[src/rtl/usr_ctrl_pkg.sv]
// ---------------------------------------------------------------------------
// usr_ctrl_pkg
// Shared definitions for the USR transfer controller:
//   - USR mode codes driven onto the shift register's Mode_In
//   - FSM state encoding of the controller
//   - bit_reverse helper used for MSB-first framing
// ---------------------------------------------------------------------------
package usr_ctrl_pkg;

    // USR mode codes
    localparam logic [1:0] NO_CHANGE     = 2'b00;
    localparam logic [1:0] SHIFT_RIGHT   = 2'b01;
    localparam logic [1:0] SHIFT_LEFT    = 2'b10;
    localparam logic [1:0] LOAD_PARALLEL = 2'b11;

    // Controller FSM state encoding
    localparam logic [2:0] ST_IDLE    = 3'd0;
    localparam logic [2:0] ST_LOAD    = 3'd1;
    localparam logic [2:0] ST_SHIFT   = 3'd2;
    localparam logic [2:0] ST_CAPTURE = 3'd3;
    localparam logic [2:0] ST_GAP     = 3'd4;

    // Reverse the low w bits of d (w in 1..8); bits at and above w return 0.
    function automatic logic [7:0] bit_reverse(input logic [7:0] d, input int w);
        logic [7:0] r;
        r = '0;
        for (int i = 0; i < 8; i++) begin
            if (i < w) begin
                r[i] = d[3'(w - 1 - i)];
            end
        end
        return r;
    endfunction

endpackage

[src/rtl/usr_transfer_controller.sv]
// ---------------------------------------------------------------------------
// usr_transfer_controller
// Sequences an attached universal shift register (USR) as a full-duplex word
// serializer/deserializer: parallel load, WIDTH right shifts, then hold and
// capture of the word that was shifted in.
//
// Parameters
//   WIDTH       shift length, equal to the attached USR width (2..8)
//   GAP_CYCLES  idle cycles after each word before Tx_Ready_Out returns (0..15)
//
// Ports
//   Clk_In                 in   clock, all state on posedge
//   Reset_N_In             in   asynchronous active-low reset
//   Tx_Valid_In            in   client word valid
//   Tx_Ready_Out           out  controller can accept a word (IDLE)
//   Tx_Data_In             in   word to transmit
//   Tx_Msb_First_In        in   bit order, sampled with the handshake
//   Rx_Valid_Out           out  one-cycle pulse, Rx_Data_Out valid
//   Rx_Data_Out            out  received word in the TX bit order
//   Busy_Out               out  high in every state except IDLE
//   Usr_Mode_Out           out  USR mode: 00 hold, 01 right, 11 load
//   Usr_Parallel_Data_Out  out  USR parallel load data
//   Usr_Parallel_Data_In   in   USR parallel contents
//   Abort_In               in   only with USR_CTRL_ABORT_EN defined: cancels
//                               a word in LOAD or SHIFT
//
// Build option: define USR_CTRL_ABORT_EN to add the Abort_In port.
//
// The USR updates on negedge, so every registered mode output set here on a
// posedge is applied by the USR half a cycle later. The USR serial out is
// bit0, so only right shifts are used; MSB-first framing is done by
// reversing the word on load and reversing the captured word.
// ---------------------------------------------------------------------------
module usr_transfer_controller
    import usr_ctrl_pkg::*;
#(
    parameter int WIDTH      = 8,
    parameter int GAP_CYCLES = 0
) (
    input  logic             Clk_In,
    input  logic             Reset_N_In,
    input  logic             Tx_Valid_In,
    output logic             Tx_Ready_Out,
    input  logic [WIDTH-1:0] Tx_Data_In,
    input  logic             Tx_Msb_First_In,
    output logic             Rx_Valid_Out,
    output logic [WIDTH-1:0] Rx_Data_Out,
    output logic             Busy_Out,
    output logic [1:0]       Usr_Mode_Out,
    output logic [WIDTH-1:0] Usr_Parallel_Data_Out,
    input  logic [WIDTH-1:0] Usr_Parallel_Data_In
`ifdef USR_CTRL_ABORT_EN
    ,
    input  logic             Abort_In
`endif
);

    localparam logic [3:0] BIT_LAST = 4'(WIDTH - 1);
    localparam logic [3:0] GAP_LAST = 4'(GAP_CYCLES - 1);

    logic [2:0]       state_reg,    state_next;
    logic [3:0]       bit_cnt_reg,  bit_cnt_next;
    logic [3:0]       gap_cnt_reg,  gap_cnt_next;
    logic             msb_reg,      msb_next;
    logic             tx_ready_reg, tx_ready_next;
    logic             busy_reg,     busy_next;
    logic [1:0]       mode_reg,     mode_next;
    logic [WIDTH-1:0] pdata_reg,    pdata_next;
    logic             rx_valid_reg, rx_valid_next;
    logic [WIDTH-1:0] rx_data_reg,  rx_data_next;

    logic             abort_req;
    logic [7:0]       tx_rev8;
    logic [7:0]       rx_rev8;
    logic [WIDTH-1:0] tx_word;
    logic [WIDTH-1:0] rx_word;

`ifdef USR_CTRL_ABORT_EN
    assign abort_req = Abort_In;
`else
    assign abort_req = 1'b0;
`endif

    assign tx_rev8 = bit_reverse(8'(Tx_Data_In), WIDTH);
    assign rx_rev8 = bit_reverse(8'(Usr_Parallel_Data_In), WIDTH);
    assign tx_word = Tx_Msb_First_In ? tx_rev8[WIDTH-1:0] : Tx_Data_In;
    // Order for the RX word comes from the latched flag, not the live input.
    assign rx_word = msb_reg ? rx_rev8[WIDTH-1:0] : Usr_Parallel_Data_In;

    always_comb begin
        state_next    = state_reg;
        bit_cnt_next  = bit_cnt_reg;
        gap_cnt_next  = gap_cnt_reg;
        msb_next      = msb_reg;
        tx_ready_next = tx_ready_reg;
        busy_next     = busy_reg;
        mode_next     = mode_reg;
        pdata_next    = pdata_reg;
        rx_valid_next = 1'b0;
        rx_data_next  = rx_data_reg;

        case (state_reg)
            ST_IDLE: begin
                if (Tx_Valid_In && tx_ready_reg) begin
                    state_next    = ST_LOAD;
                    msb_next      = Tx_Msb_First_In;
                    pdata_next    = tx_word;
                    mode_next     = LOAD_PARALLEL;
                    tx_ready_next = 1'b0;
                    busy_next     = 1'b1;
                end
            end

            ST_LOAD: begin
                if (abort_req) begin
                    state_next    = ST_IDLE;
                    mode_next     = NO_CHANGE;
                    tx_ready_next = 1'b1;
                    busy_next     = 1'b0;
                end else begin
                    state_next   = ST_SHIFT;
                    mode_next    = SHIFT_RIGHT;
                    bit_cnt_next = '0;
                end
            end

            ST_SHIFT: begin
                if (abort_req) begin
                    state_next    = ST_IDLE;
                    mode_next     = NO_CHANGE;
                    tx_ready_next = 1'b1;
                    busy_next     = 1'b0;
                end else if (bit_cnt_reg == BIT_LAST) begin
                    // WIDTH shift cycles done; hold so the USR is stable
                    // across the capture edge.
                    state_next = ST_CAPTURE;
                    mode_next  = NO_CHANGE;
                end else begin
                    bit_cnt_next = bit_cnt_reg + 4'd1;
                end
            end

            ST_CAPTURE: begin
                rx_data_next  = rx_word;
                rx_valid_next = 1'b1;
                mode_next     = NO_CHANGE;
                if (GAP_CYCLES > 0) begin
                    state_next   = ST_GAP;
                    gap_cnt_next = '0;
                end else begin
                    state_next    = ST_IDLE;
                    tx_ready_next = 1'b1;
                    busy_next     = 1'b0;
                end
            end

            ST_GAP: begin
                mode_next = NO_CHANGE;
                if (gap_cnt_reg == GAP_LAST) begin
                    state_next    = ST_IDLE;
                    tx_ready_next = 1'b1;
                    busy_next     = 1'b0;
                end else begin
                    gap_cnt_next = gap_cnt_reg + 4'd1;
                end
            end

            default: begin
                state_next    = ST_IDLE;
                mode_next     = NO_CHANGE;
                tx_ready_next = 1'b1;
                busy_next     = 1'b0;
            end
        endcase
    end

    always_ff @(posedge Clk_In or negedge Reset_N_In) begin
        if (!Reset_N_In) begin
            state_reg    <= ST_IDLE;
            bit_cnt_reg  <= '0;
            gap_cnt_reg  <= '0;
            msb_reg      <= 1'b0;
            tx_ready_reg <= 1'b1;
            busy_reg     <= 1'b0;
            mode_reg     <= NO_CHANGE;
            pdata_reg    <= '0;
            rx_valid_reg <= 1'b0;
            rx_data_reg  <= '0;
        end else begin
            state_reg    <= state_next;
            bit_cnt_reg  <= bit_cnt_next;
            gap_cnt_reg  <= gap_cnt_next;
            msb_reg      <= msb_next;
            tx_ready_reg <= tx_ready_next;
            busy_reg     <= busy_next;
            mode_reg     <= mode_next;
            pdata_reg    <= pdata_next;
            rx_valid_reg <= rx_valid_next;
            rx_data_reg  <= rx_data_next;
        end
    end

    assign Tx_Ready_Out          = tx_ready_reg;
    assign Busy_Out              = busy_reg;
    assign Usr_Mode_Out          = mode_reg;
    assign Usr_Parallel_Data_Out = pdata_reg;
    assign Rx_Valid_Out          = rx_valid_reg;
    assign Rx_Data_Out           = rx_data_reg;

endmodule

[config.mk]
export PLATFORM = sky130hd
export DESIGN_NAME = usr_transfer_controller
export DESIGN_NICKNAME = d
export VERILOG_FILES = /design/src/rtl/usr_ctrl_pkg.sv /design/src/rtl/usr_transfer_controller.sv
export SDC_FILE = /design/constraint.sdc
export NUM_CORES = 1
export LEC_CHECK = 0
export CAP_MARGIN = 5
export CORE_UTILIZATION = 45
export DETAILED_ROUTE_END_ITERATION = 10
export PLACE_DENSITY_LB_ADDON = 0.25
export SETUP_SLACK_MARGIN = 0.15
export SKIP_LAST_GASP = 1
export SLEW_MARGIN = 30
export SYNTH_ARGS = -nofsm -noshare
export SYNTH_HDL_FRONTEND = slang
export SYNTH_SLANG_ARGS = --single-unit
[constraint.sdc]
create_clock -name Clk_In -period 1.55 [get_ports Clk_In]
set_input_delay 0.3875 -clock Clk_In [delete_from_list [all_inputs] [get_ports Clk_In]]
set_output_delay 0.3875 -clock Clk_In [all_outputs]
set_load 0.05 [all_outputs]
; ---- After elaboration in Yosys (flattened, before gate mapping)
; Cells that the tools add are included.
[op_classes]
n_shift = 0
order_cmp = 0
n_eq_ne = 10
reduce_logical = 10
n_bitwise = 2
n_mux = 18
mul = 0
add_sub_neg = 2
div_mod_pow = 0
[ops]
columns = operator, n
row1 = $mux 8, 2
row2 = $pmux 3 s4, 1
row3 = $mux 3, 3
row4 = $add 4x1->4 const B, 2
row5 = $ne 2x2->1 const B, 4
row6 = $pmux 4 s2, 1
row7 = $reduce_and 2->1, 4
row8 = $eq 3x2->1 const B, 2
row9 = $pmux 1 s3, 2
row10 = $pmux 2 s3, 1
row11 = $reduce_and 3->1, 2
row12 = $mux 1, 5
row13 = $eq 4x3->1 const B, 1
row14 = $eq 4x4->1 const B, 1
row15 = $mux 2, 2
row16 = $mux 4, 1
row17 = $eq 3x1->1 const B, 1
row18 = $eq 3x3->1 const B, 1
row19 = $logic_not 3->1, 1
row20 = $not 1->1, 2
row21 = $reduce_bool 2->1, 1
row22 = $reduce_or 2->1, 1
row23 = $logic_and 1x1->1, 1
[totals]
word_cells = 52
ram_bits = 0
latch_bits = 0
ff_bits = 33
romBits = 0
input_bits = 20
n_memories = 0

; ---- Logic depth before layout (Yosys ltp)
[logic_depth]
depth_word = 4
ltp_mapped = 6

; ---- Worst setup path after synthesis
; OpenSTA, ideal clock, no wires.
[synth_path]
path_type = reg-to-reg
start = register tx_ready_reg (netlist: Tx_Ready_Out)
end = register state_reg[1]
stages_incl_launch_ff = 4
path_buffers = 0
arrival_ps = 1395
synth_period_minus_slack_ps = 1523
setup_slack_ps = 27
required_time_ps = 1422
path_cell_list = dfstp_2 nand2_1 a22oi_2 mux2_1
[synth_between]
elab_chain_cells = 3
[synth_rtl]
columns = element, line_no
row1 = "start, declared", usr_transfer_controller.sv:65  ; logic tx_ready_reg, tx_ready_next;
row2 = "start signal, assigned", usr_transfer_controller.sv:194  ; tx_ready_reg <= tx_ready_next;
row3 = $logic_and 1x1->1, usr_transfer_controller.sv:104  ; if (Tx_Valid_In && tx_ready_reg) begin
row4 = $ne 2x2->1 (no source line), -
row5 = $reduce_and 3->1 (no source line), -
row6 = "end signal, assigned", usr_transfer_controller.sv:190  ; state_reg <= state_next;
row7 = "end, declared", usr_transfer_controller.sv:61  ; logic [2:0] state_reg, state_next;
; No other way between the ends.
; A chain may end at the register's enable or synchronous reset.

; ---- Final worst setup path
[layout_path]
start = register tx_ready_reg (netlist: Tx_Ready_Out)
end = output Tx_Ready_Out
[layout_lines]
columns = element, line_no
row1 = "end, declared", usr_transfer_controller.sv:43  ; output logic Tx_Ready_Out,
; No word-level cell between the ends.

==> impl.org <==
** Timing
- Clock Skews :: approximately 0.0052 ns
- Portion of the clock cycle consumed by the worst path in the final layout :: 93.1%
- Setup repair after global routing could not meet its margin everywhere.
- Setup violations remaining at the end of the flow were counted as 0.
- Measured against its own limit, the worst slew margin works out to 73.9%.
- Static timing analysis puts the maximum clock frequency at 693 MHz.
- Worst-margin pin slew :: 0.390 ns
- The number of hold violations in the final report was 0.
- For the finished layout, the period the worst path requires is 1.44 ns.
- Final number of max-transition violations :: 0

** Route
- Across all layers, the routed design uses 1018 vias.
- Post-detailed-routing wire length :: between 2 and 3 mm
- First-iteration detailed-routing DRC count :: 18
- Via/cell ratio :: 5.12
- First drt pass iteration count :: 4
- DRC violation count after routing :: 0
- Post-route ant nets :: 0
- Routed length per placed instance :: ~14 um

** Setup path
- Critical path capture point type :: output pin
- Along the worst path, the maximum fanout reaches 2.
- The cell family contributing the most delay on the critical path is flip-flops.
- Slowest stage delay, CP :: 0.59 ns
- Startpoint class of the critical path :: flop
- Worst EP arrival :: 1.06 ns
- The number of buffers and inverters on the critical path is 1.
- Traced cell by cell, the critical path runs through buf_12.
- STA puts the critical path data required time at 1.16 ns.
- The largest individual stage delay along the critical path comes from the cell dfstp_2.
- The critical path is of the flop to output pin type.

** Placed design
- The HPWL after detailed placement is just over 2 mm.
- Port buffering added 40 buffers.
- Once placement completed, the tool counted placed cells totaling around 190.
- Once placement finished, the instance area stood at roughly 2000 um2.
- At the end of routability-driven placement, the weighted congestion stood at 0.760.

** Global route
- Via count of the first global-routing pass :: 1015
- GRT Resource Usage Total :: approximately 19%
- Entering global routing, the biggest net connects 29 pins.
- Overflow left after global routing :: 0
- The initial antenna violation count came to 0.
- Global-route wire length before repair :: approximately 4.6 mm

** Yosys
- In this run, synthesis produced a sequential element count of 28.
- Summing the sequential cell areas from Yosys gives 53.9% of the chip area.
- In this run, distinct cell masters in the synthesized netlist total 29.
- Of all flip-flops after synthesis, the portion carrying an async set or reset was 100%.
- Number of cells produced by synthesis :: 118
- The mapped netlist covers approximately 1300 um2.
- Average footprint of a synthesized cell :: between 10 and 15 um2
- Yosys warns :: 0
- Dominant synthesized flop cell :: dfrtp_1
- The number of nets handed over by synthesis was 143.
- In this run, synthesis inferred 0 flip-flops with an integrated enable.

** Clock tree
- Inserted Clock Buffers :: 3
- Clock edge transition at the registers on the reported setup and hold paths :: 0.14 ns
- CTS built an H-tree with a depth of 1.
- CTS saw 28 sinks.
- Maximum clock insertion buffer count :: 2
- TritonCTS built the clock tree.
- Cell at the root of the clock tree :: clkbuf_4
- Clock latency at the later pin of the worst-skew pair :: between 0.3 and 0.4 ns
- For this design, the CTS-stage hold fixing added 0 buffers.

** Finish
- Excluding fillers, the count of instances in the completed layout stands at 199.
- From synthesis to final layout, the design area changed by 58.4%.
- Final net count :: 194
- Cell area after layout :: 2060 um2
- Filler cell count in the final layout :: 188
- Antenna fix cells :: 0
- Share of post-route cells with drive strength above 1 :: 30.4%

** Die
- Top Ports :: 41
- Die boundary width :: 55.8 um
- DIE AREA :: 3110 um2
- Initial standard-cell utilization of the core :: 47.2%
- The initialized floorplan defines 19 standard-cell rows.
- Overall die height :: 55.8 um
- The core region is 2760 um2.

** Hold path
- Path category of the worst min-delay check :: primary input to asynchronous set/reset pin

** Power and ir drop
- IR analysis of the VDD net gives a maximum drop of 0.00167 V.
- Power Density :: 2310 nW/um2
- The analysis attributes to cell leakage a power of between 0.9 and 1 nW.

** Run status
- The run finished with clean final reports.

** Run
- Max_cap viols :: 0
## per-layer routing
| metal | global-route usage (%) | up-vias | routed length, um | part of all wire [%] |
|---|---|---|---|---|
| li1 | - | 508 | - | - |
| met1 | 24.0 | 477 | 1200 | 44 |
| met2 | 31.5 | 29 | 1370 | 50 |
| met3 | 3.26 | 4 | 115 | 4.2 |
| met4 | 6.43 | 0 | 29 | 1.1 |
| met5 | 0 | - | 0 | 0 |
## path summary, 6_finish.rpt
check                                    start               to  slack [ns]  depth (start not counted)
worst max-delay path              Tx_Ready_Out     Tx_Ready_Out        0.11                          1
worst min-delay path                Reset_N_In  Usr_Mode_Out[0]        0.41                          2
worst max register to register    Tx_Ready_Out     state_reg[1]        0.15                          4
worst min register to register  bit_cnt_reg[3]   bit_cnt_reg[3]        0.53                          1
max in group asynchronous           Reset_N_In     Tx_Ready_Out        0.84                          2
min in group Clk_In             bit_cnt_reg[3]   bit_cnt_reg[3]        0.53                          1
## logic make-up (layout without fill, tap and decap cells)
kind of cell,count (synthesis),count (layout),synth area share [%]
DFF,28,28,53.9
muxes,11,11,8.93
buffers and inverters,13,63,4.71
and+or+nand+nor,34,34,14.6
adders and majority gates,5,5,4.80
AOI/OAI and AO/OA,27,27,13.1
## worst reg2reg max path, delay by kind of cell (launching register included)
kind | cells | cell delay (ns)
AO/OA/AOI/OAI | 1 | 0.19
buffers and inverters | 1 | 0.14
flip-flops | 1 | 0.59
multiplexers | 1 | 0.33
AND/OR/NAND/NOR | 1 | 0.06
## timing repair
action / 4_1_cts / 5_1_grt
buffers inserted: 3 / 1
gates resized for setup: 2 / 3
cloned: 0 / 0
endpoints found under the setup margin: 9 / 16
## where the power goes
group / internal [mW] / leakage [nW] / switching (mW)
combinational: 1.51 / 0.594 / 1.48
clock: 0.144 / 0.0210 / 0.209
sequential: 1.06 / 0.346 / 0.359
total: 2.71 / 0.962 / 2.05
## cell usage in the layout, fill, tap and decap left out, drive strengths merged
| cell type | count |
|---|---|
| a21oi | 6 |
| a22oi | 1 |
| and2 | 1 |
| buf | 33 |
| clkbuf | 4 |
| clkdlybuf4s50 | 19 |
| dfrtp | 27 |
| dfstp | 1 |
| ha | 5 |
| inv | 7 |
| mux2 | 2 |
| mux2i | 9 |
| nand2 | 12 |
| nand2b | 5 |
| nand3 | 3 |
| nand3b | 5 |
| nand4 | 2 |
| nor2 | 6 |
| o21ai | 15 |
| o22a | 3 |
| o31ai | 1 |
| o32a | 1 |
## area by class of cell
type	instances	area (um2)	area share (%)
Tap cell	31	38.8	1.88
Sequential cell	28	702	34.0
Timing Repair Buffer	52	701	34.0
Multi-Input combinational cell	77	559	27.1
Clock buffer	4	36.3	1.76
Inverter	7	26.3	1.27
## through the flow
step	power (mW)	hold slack [ns]	setup WS (ns)	setup TNS [ns]	utilization [%]
global route	5.02	0.431	0.0714	0	74.8
detailed placement	4.33	0.504	-0.0874	-0.157	71.8
global placement	4.24	0.495	-0.0707	-0.0707	71.8
floorplan	2.92	0.0919	0.0940	0	-
CTS	4.77	0.415	0.0917	0	74.3
finish	4.76	0.411	0.107	0	74.8
## synthesized netlist by cell type, types with 2 or more instances
master / number / share of area (%)
a21oi_1: 6 / 2.3
ha_1: 5 / 4.8
nor2_1: 6 / 1.7
nand3_1: 2 / 0.77
o21ai_1: 6 / 2.3
o21ai_2: 2 / 1.3
nand2b_1: 5 / 2.4
o21ai_0: 7 / 2.7
nand4_1: 2 / 0.96
mux2i_1: 9 / 6.9
o22a_1: 2 / 1.3
nand2_1: 12 / 3.5
dfrtp_1: 27 / 52
buf_2: 3 / 1.2
nand3b_1: 4 / 2.3
inv_1: 7 / 2.0
No activity file was read; power rests on OpenSTA's default activity.
